==> src/rtl/uart_pkg.sv <==
// Shared types and helpers for the serial receive front-end: FSM states,
// frame constants, bit-period derivation and the 3-sample majority vote.
package uart_pkg;

  localparam int DATA_BITS = 8;
  localparam int STOP_BITS = 1;

  typedef enum logic [2:0] {
    IDLE      = 3'd0,
    START     = 3'd1,
    DATA      = 3'd2,
    STOP      = 3'd3,
    WAIT_IDLE = 3'd4
  } rx_state_t;

  function automatic int calc_clks_per_bit(input int clk_freq, input int baud);
    return clk_freq / baud;
  endfunction

  function automatic logic majority3(input logic [2:0] v);
    return (v[0] & v[1]) | (v[0] & v[2]) | (v[1] & v[2]);
  endfunction

endpackage

==> src/rtl/sync_2ff.sv <==
// Two-flop synchroniser for a single asynchronous input, with a selectable
// reset value so idle-high lines come out of reset in their idle state.
module sync_2ff #(
  parameter logic RST_VAL = 1'b1
) (
  input  logic clk,
  input  logic rst_n,
  input  logic d,
  output logic q
);

  logic meta;

  // metastability filter: d -> meta -> q
  always_ff @(posedge clk) begin
    if (!rst_n) begin
      meta <= RST_VAL;
      q    <= RST_VAL;
    end else begin
      meta <= d;
      q    <= meta;
    end
  end

endmodule

==> src/rtl/uart_rx_byte.sv <==
// 8N1 UART receiver: start-bit validation, centre sampling, framing-error
// reporting. Define UART_RX_MAJORITY_EN to vote each sample over 3 clocks.
module uart_rx_byte
  import uart_pkg::*;
#(
  parameter int CLK_FREQ = 50000000,
  parameter int BAUD     = 115200
) (
  input  logic       clk,
  input  logic       rst_n,
  input  logic       rxd,
  output logic       rxReady,
  output logic [7:0] rxData,
  output logic       frame_err,
  output logic       busy
);

  localparam int CLKS_PER_BIT = calc_clks_per_bit(CLK_FREQ, BAUD);
  localparam int HALF_BIT     = CLKS_PER_BIT / 2;
  localparam int CW           = $clog2(CLKS_PER_BIT);

  localparam logic [CW-1:0] CNT_ZERO  = CW'(0);
  localparam logic [CW-1:0] CNT_ONE   = CW'(1);
  localparam logic [CW-1:0] CNT_LAST  = CW'(CLKS_PER_BIT - 1);
  localparam logic [CW-1:0] CNT_HALF  = CW'(HALF_BIT - 1);
  localparam logic [2:0]    BIDX_LAST = 3'(DATA_BITS - 1);

  generate
    if (CLKS_PER_BIT < 4 || STOP_BITS != 1) begin : g_bad_cfg
      $error("uart_rx_byte: CLKS_PER_BIT must be >= 4 with one stop bit");
    end
  endgenerate

  rx_state_t     state, state_nx;
  logic [CW-1:0] cnt, cnt_nx;
  logic [2:0]    bidx, bidx_nx;
  logic [7:0]    sh, sh_nx;
  logic [7:0]    data_nx;
  logic          ready_nx, ferr_nx;
  logic          rxd_s;
  logic          s;

  sync_2ff #(.RST_VAL(1'b1)) u_sync (
    .clk   (clk),
    .rst_n (rst_n),
    .d     (rxd),
    .q     (rxd_s)
  );

`ifdef UART_RX_MAJORITY_EN
  // two previous synchronised samples; with rxd_s they form the voting window
  logic [1:0] hist;

  // sample history, idle-high after reset
  always_ff @(posedge clk) begin
    if (!rst_n) begin
      hist <= 2'b11;
    end else begin
      hist <= {hist[0], rxd_s};
    end
  end

  assign s = majority3({hist, rxd_s});
`else
  assign s = rxd_s;
`endif

  // next-state and output decode
  always_comb begin
    state_nx = state;
    cnt_nx   = cnt;
    bidx_nx  = bidx;
    sh_nx    = sh;
    data_nx  = rxData;
    ready_nx = 1'b0;
    ferr_nx  = 1'b0;
    case (state)
      IDLE: begin
        cnt_nx = CNT_ZERO;
        if (!rxd_s) begin
          state_nx = START;
        end else begin
          state_nx = IDLE;
        end
      end
      START: begin
        cnt_nx = cnt + CNT_ONE;
        if (cnt == CNT_HALF) begin
          cnt_nx  = CNT_ZERO;
          bidx_nx = 3'd0;
          // a start bit that has gone high by its centre is a glitch
          if (!s) begin
            state_nx = DATA;
          end else begin
            state_nx = IDLE;
          end
        end else begin
          state_nx = START;
        end
      end
      DATA: begin
        cnt_nx = cnt + CNT_ONE;
        if (cnt == CNT_LAST) begin
          cnt_nx = CNT_ZERO;
          sh_nx  = {s, sh[7:1]};
          if (bidx == BIDX_LAST) begin
            state_nx = STOP;
          end else begin
            bidx_nx = bidx + 3'd1;
          end
        end else begin
          state_nx = DATA;
        end
      end
      STOP: begin
        cnt_nx = cnt + CNT_ONE;
        if (cnt == CNT_LAST) begin
          cnt_nx = CNT_ZERO;
          if (s) begin
            data_nx  = sh;
            ready_nx = 1'b1;
            state_nx = IDLE;
          end else begin
            ferr_nx  = 1'b1;
            state_nx = WAIT_IDLE;
          end
        end else begin
          state_nx = STOP;
        end
      end
      WAIT_IDLE: begin
        // hold off until the line returns high so a break yields one error
        cnt_nx = CNT_ZERO;
        if (rxd_s) begin
          state_nx = IDLE;
        end else begin
          state_nx = WAIT_IDLE;
        end
      end
      default: begin
        cnt_nx   = CNT_ZERO;
        state_nx = IDLE;
      end
    endcase
  end

  // state and registered outputs
  always_ff @(posedge clk) begin
    if (!rst_n) begin
      state     <= IDLE;
      cnt       <= CNT_ZERO;
      bidx      <= 3'd0;
      sh        <= 8'h00;
      rxData    <= 8'h00;
      rxReady   <= 1'b0;
      frame_err <= 1'b0;
      busy      <= 1'b0;
    end else begin
      state     <= state_nx;
      cnt       <= cnt_nx;
      bidx      <= bidx_nx;
      sh        <= sh_nx;
      rxData    <= data_nx;
      rxReady   <= ready_nx;
      frame_err <= ferr_nx;
      busy      <= (state_nx != IDLE);
    end
  end

endmodule

==> config.mk <==
export PLATFORM = sky130hd
export DESIGN_NAME = uart_rx_byte
export DESIGN_NICKNAME = d
export VERILOG_FILES = /design/src/rtl/uart_pkg.sv /design/src/rtl/sync_2ff.sv /design/src/rtl/uart_rx_byte.sv
export SDC_FILE = /design/constraint.sdc
export NUM_CORES = 1
export LEC_CHECK = 0
export BUFFER_PORTS_ARGS = -buffer_cell sky130_fd_sc_hd__buf_2
export CORE_MARGIN = 5
export CORE_UTILIZATION = 40
export DETAILED_ROUTE_END_ITERATION = 10
export PLACE_DENSITY_LB_ADDON = 0.05
export REMOVE_ABC_BUFFERS = 1
export SYNTH_ARGS = -nofsm -noshare
export SYNTH_HDL_FRONTEND = slang
export SYNTH_SLANG_ARGS = --single-unit
==> constraint.sdc <==
create_clock -name clk -period 4.3 [get_ports clk]
set_clock_uncertainty 0.2 [all_clocks]
set_input_delay 0.43 -clock clk [delete_from_list [all_inputs] [get_ports clk]]
set_output_delay 0.43 -clock clk [all_outputs]
set_load 0.02 [all_outputs]
* After elaboration in Yosys (flattened, before gate mapping)
Cells that the tools add are included.
** Storage, ports and cells
- Input bits :: 3
- Register bits after elaboration :: 36
- Output and inout port bits :: 11
- Logic and storage cells :: 47
** Cells by class
- Multiplexer cells :: 17
- Eq/ne operators :: 10
- Add/sub/neg operators :: 2
- Reduce and logical (&&, ||, !) cells :: 8
** Operator list (count)
- two-way mux 3 bit :: 8
- two-way mux 9 bit :: 2
- case mux 9 bit (2 select lines) :: 1
- case mux 3 bit (5 select lines) :: 1
- adder 9 x 1 -> 9 bit, second input constant :: 1
- equality test 9 x 8 -> 1 bit, second input constant :: 1
- equality test 9 bit, second input constant :: 1
- equality test 3 x 2 -> 1 bit, second input constant :: 2
- equality test 3 bit, second input constant :: 2
- inequality test 2 bit, second input constant :: 3
- case mux 3 bit (2 select lines) :: 1
- AND reduction 3 bit :: 2
- AND reduction 4 bit :: 1
- adder 3 x 1 -> 3 bit, second input constant :: 1
- equality test 3 x 1 -> 1 bit, second input constant :: 1
- zero test 3 bit :: 1
- two-way mux 1 bit :: 3
- nonzero test 3 bit :: 1
- two-way mux 2 bit :: 1
- AND reduction 2 bit :: 1
- nonzero test 2 bit :: 1
- OR reduction 2 bit :: 1

* Longest topological paths before layout
- Depth after elaboration :: 5
- Gate-level depth with buffers :: 8
- Depth with buffers taken out :: 6

* By module
From an unflattened synthesis, not the netlist that was laid out.
** Second synthesis, totals
- Cells, all modules :: 154
- Area, all modules :: 1535.2 um^2
** By module, submodules not included
- uart_rx_byte :: area an instance 1482.7 um^2, cells an instance 150, times used 1, seq. area each 680.7 um^2
- sync_2ff :: area an instance 52.6 um^2, cells an instance 4, times used 1, seq. area each 40.0 um^2

* Worst setup path before layout
OpenSTA, ideal clock, no wires.
- Kind :: flip-flop to flip-flop
- Start :: register cnt[0]
- End :: register bidx[0]
- Data required time :: 4.028 ns
- Setup time :: 0.072 ns
- Cell stages (with the launch flop) :: 7
- Buffers on the path :: 0
- Path slack :: 2.322 ns
- Arrival :: 1.706 ns
- Cell sequence :: dfxtp_1 > inv_1 > ha_1 > or4b_1 > or2_4 > o32ai_4 > mux2i_1
** On the way
- Cells in the longest elaborated chain, start to end :: 3
** RTL lines
- from (decl) :: line uart_rx_byte.sv:35 : logic [CW-1:0] cnt, cnt_nx;
- from (signal assigned) :: line uart_rx_byte.sv:160 : cnt <= cnt_nx;
- equality test 9 bit / equality test 9 x 8 -> 1 bit (equally long branches) :: line uart_rx_byte.sv:103, uart_rx_byte.sv:88
- inequality test 2 bit (no source line)
- AND reduction 4 bit (no source line) (*)
- to (signal assigned) :: line uart_rx_byte.sv:161 : bidx <= bidx_nx;
- to (decl) :: line uart_rx_byte.sv:36 : logic [2:0] bidx, bidx_nx;
Every way passes the cells marked *; elsewhere a longest branch is shown, timed or not.
A chain may end at the register's enable or synchronous reset.

* Final worst setup path
- Start :: register cnt[0]
- End :: register bidx[1]
The elaborated chain is that of the path after synthesis.

==> qor_table.md <==
| Item | Value |
| --- | --- |
| Fraction of registers with async set or reset after synthesis | 0% |
| NumNets Final | 179 |
| Gp weighted congestion | 0.828 |
| Global-route wire length before repair | 4910 um |
| Max-slew violation total from the final report | 0 |
| Antenna Diode Count | 0 |
| Switching share of power | 19.5% |
| CTS clock-pin slew for the worst setup and hold paths | 70 ps |
| Average wire per cell in the routed design | 12.6 um |
| Synth Warn # | 0 |
| Worst VDD drop | 0.133 mV |
| Final setup violation count | 0 |
| Post-CTS Resized | 0 |
| Total setup buffers inserted after CTS | 0 |
| Final wirelength | 2790 um |
| Share of the synthesized netlist area taken by xor and xnor gates | 3.80% |
| Die ar. | 5400 um2 |
| RSZ-0062 raised after global routing | no |
| Cell count after synthesis | 157 |
| Post-synthesis mux area share | 11.8% |
| I/O Pins | 14 |
| Global routing usage on met1 | 14.3% |
| Number of I/O port buffers | 13 |
| Total DRC errors in the routed layout | 0 |
| Fraction of final layout cells sized beyond drive strength 1 | 18.0% |
| Category of the worst setup path launch point | register |
| Leading cell types in the layout, fill and taps excluded | sky130_fd_sc_hd__dfxtp_1, sky130_fd_sc_hd__mux2i_1, sky130_fd_sc_hd__nor2b_1 |
| Avg Inst Size Synth | 10.3 um2 |
| CTS buffer count | 5 |
| Comb pwr share | 2.1% |
| Number of levels the H-tree was split into | 2 |
| Detailed-placement wirelength estimate | 2000 um |
| Hold buffer count at CTS | 0 |
| Clock tree from TritonCTS | built |
| Final worst path period need | 2080 ps |
| Post-Synth Adder-Cell Area | 3.88% |
| Overall routing resource usage | 11.9% |
| Die outline width | 73.5 um |
| Cell area after placement | 1690 um2 |
| Initial antenna violation count | 0 |
| Via/cell ratio | 4.81 |
| Grt total ovfl | 0 |
| Sequential fraction of design power | 49.7% |
| Cell Int Power | 0.547 mW |
| Final core area utilization | 46.1% |
| Final-report hold violation count | 0 |
| Buffer depth of the longest clock path | 2 |
| Class of the most critical setup path | register to register |
| Post-Synth Simple-Gate Area | 27.1% |
| Proportion of power drawn by the clock network | 48.2% |
| Power density relative to cell area | 373 nW/um2 |
| Footprint of the multi-input gates | 830 um2 |
| Smallest hold slack | 122 ps |
| Status | complete, no violations |
| Global-route met3 utilization | 2.87% |
| FMAX | 480 MHz |
| DRT antenna net count | 0 |
| Seq/Total Area, Yosys | 44.7% |
| Filler Cells Inserted | 375 |
| Dominant combinational cell family by area after synthesis | simple AND/OR/NAND/NOR gates |
| Via total after detailed routing | 1068 |
| Storage element area | 721 um2 |
| Layout overhead on the synthesized area | 12.9% |
| Mapped Area | 1610 um2 |
| Leading cell type in the layout, fill and taps excluded | sky130_fd_sc_hd__dfxtp_1 |
| Net switching power figure | 0.133 mW |
| Total iterations of the first detailed-routing run | 4 |
| Number of DRC markers after the initial detailed-route iteration | 36 |
| Hold/Removal Path Class | input port to register |
| Number of core rows | 23 |
| Largest net degree at the start of global routing | 26 |
| Area of the core region | 3940 um2 |
| Crit path DAT | 2110 ps |
| Finished layout cell area | 1820 um2 |
| Fraction of met2 tracks used by global routing | 18.9% |
| Latest clock arrival within the worst-skew pair | 290 ps |
| Root buffer selected by CTS | sky130_fd_sc_hd__clkbuf_8 |
| Pleak | 0.747 nW |
| Relative max-transition margin | 68.8% |
| Predominant post-synthesis flop cell | sky130_fd_sc_hd__dfxtp_1 |
| Effective utilization at floorplan | 40.9% |
| Number of storage elements in the synthesis netlist | 36 |
| Busiest layer in global routing | met2 |
| Number of maximum-capacitance constraint violations | 0 |
| Number of enable-type register cells in the synthesized netlist | 0 |
| Fraction of the cycle the final worst path needs | 48.5% |
| Number of global-route vias before repair | 1069 |
| Distinct cells, synth | 39 |
| Critical Path Sink Type | register |
| CTS sink cnt | 36 |
| Share of the synthesized area in compound gates (AO/OA/AOI/OAI) | 4.89% |
| Slew at the pin with the worst max-slew slack | 467 ps |
| Largest fanout of any net on the critical path | 5 |
| Die H | 73.5 um |
| Setup TNS Final | 0 ps |
| CP required | 4320 ps |
==> worst max-delay path, cell delays in order (launching register included) <==
cell and delay [ps]:
sky130_fd_sc_hd__dfxtp_1 350, sky130_fd_sc_hd__inv_1 70, sky130_fd_sc_hd__ha_1 130, sky130_fd_sc_hd__or4b_1 450
sky130_fd_sc_hd__or2_4 270, sky130_fd_sc_hd__o32ai_4 330, sky130_fd_sc_hd__mux2i_1 220
==> registers in the layout, indices dropped and copies added, names as in the netlist <==
signal / cells
bidx: 3
busy: 1
cnt: 9
frame_err: 1
rxData: 8
rxReady: 1
sh: 8
state: 3
u_sync.meta: 1
u_sync.q: 1
==> path summary, 6_finish.rpt <==
path	startpoint	to	slack, ps	cells after the start
worst max-delay path	cnt[0]	bidx[1]	2220	6
worst min-delay path	rxd	u_sync.meta	120	2
worst max register to register	cnt[0]	bidx[1]	2220	6
worst min register to register	u_sync.meta	u_sync.q	220	1
==> layout make-up <==
class | count | area share [%]
flip-flops and latches | 36 | 39.6
clock buffers | 7 | 5.30
inverters | 4 | 0.825
well taps | 50 | 3.44
repair buffers | 13 | 3.58
multi-input cells | 111 | 45.6
clock inverters | 1 | 1.65
==> power groups by stage <==
stage          sequential (mW)  clock [mW]  combinational [mW]
6_report                 0.338       0.327              0.0143
5_1_grt                  0.338       0.346              0.0166
4_1_cts                  0.338       0.334              0.0147
3_5_place_dp             0.346           0              0.0146
3_3_place_gp             0.346           0              0.0146
2_1_floorplan            0.346           0             0.00862
==> Yosys cell counts (3+ instances only) <==
cell type                         number  area share (%)
sky130_fd_sc_hd__nand3_1               6             1.9
sky130_fd_sc_hd__or2b_2                3             1.6
sky130_fd_sc_hd__nand2_1               8             1.9
sky130_fd_sc_hd__dfxtp_1              36              45
sky130_fd_sc_hd__mux2i_1              19              12
sky130_fd_sc_hd__nor2b_1              16             6.2
sky130_fd_sc_hd__xor2_1                3             1.6
sky130_fd_sc_hd__nand2b_1              3             1.2
sky130_fd_sc_hd__nor2_1               15             3.5
sky130_fd_sc_hd__ha_1                  5             3.9
sky130_fd_sc_hd__xnor2_1               4             2.2
sky130_fd_sc_hd__inv_1                 4            0.93
sky130_fd_sc_hd__clkdlybuf4s15_1       3             1.9
==> stage by stage <==
stage	instances	setup slack, ps	power (mW)
after CTS	222	2180	0.687
after floorplan	151	2320	0.354
final	222	2220	0.679
after detailed placement	214	2200	0.360
after global placement	214	2210	0.360
after global routing	222	2080	0.701
==> kinds of logic (layout without fill, tap and decap cells) <==
group                    Yosys count  after routing
AO/OA/AOI/OAI                      8              8
multiplexers                      19             19
buffers and inverters             10             25
AND/OR/NAND/NOR                   72             72
XOR/XNOR                           7              7
adder cells (fa/ha/maj)            5              5
flip-flops                        36             36
==> metal layers <==
| metal | vias to the layer above | share of wire [%] |
|---|---|---|
| li1 | 563 | - |
| met1 | 487 | 47 |
| met2 | 11 | 48 |
| met3 | 7 | 2.8 |
| met4 | 0 | 2.6 |
| met5 | - | 0 |
Power figures use the tool's default switching activity.
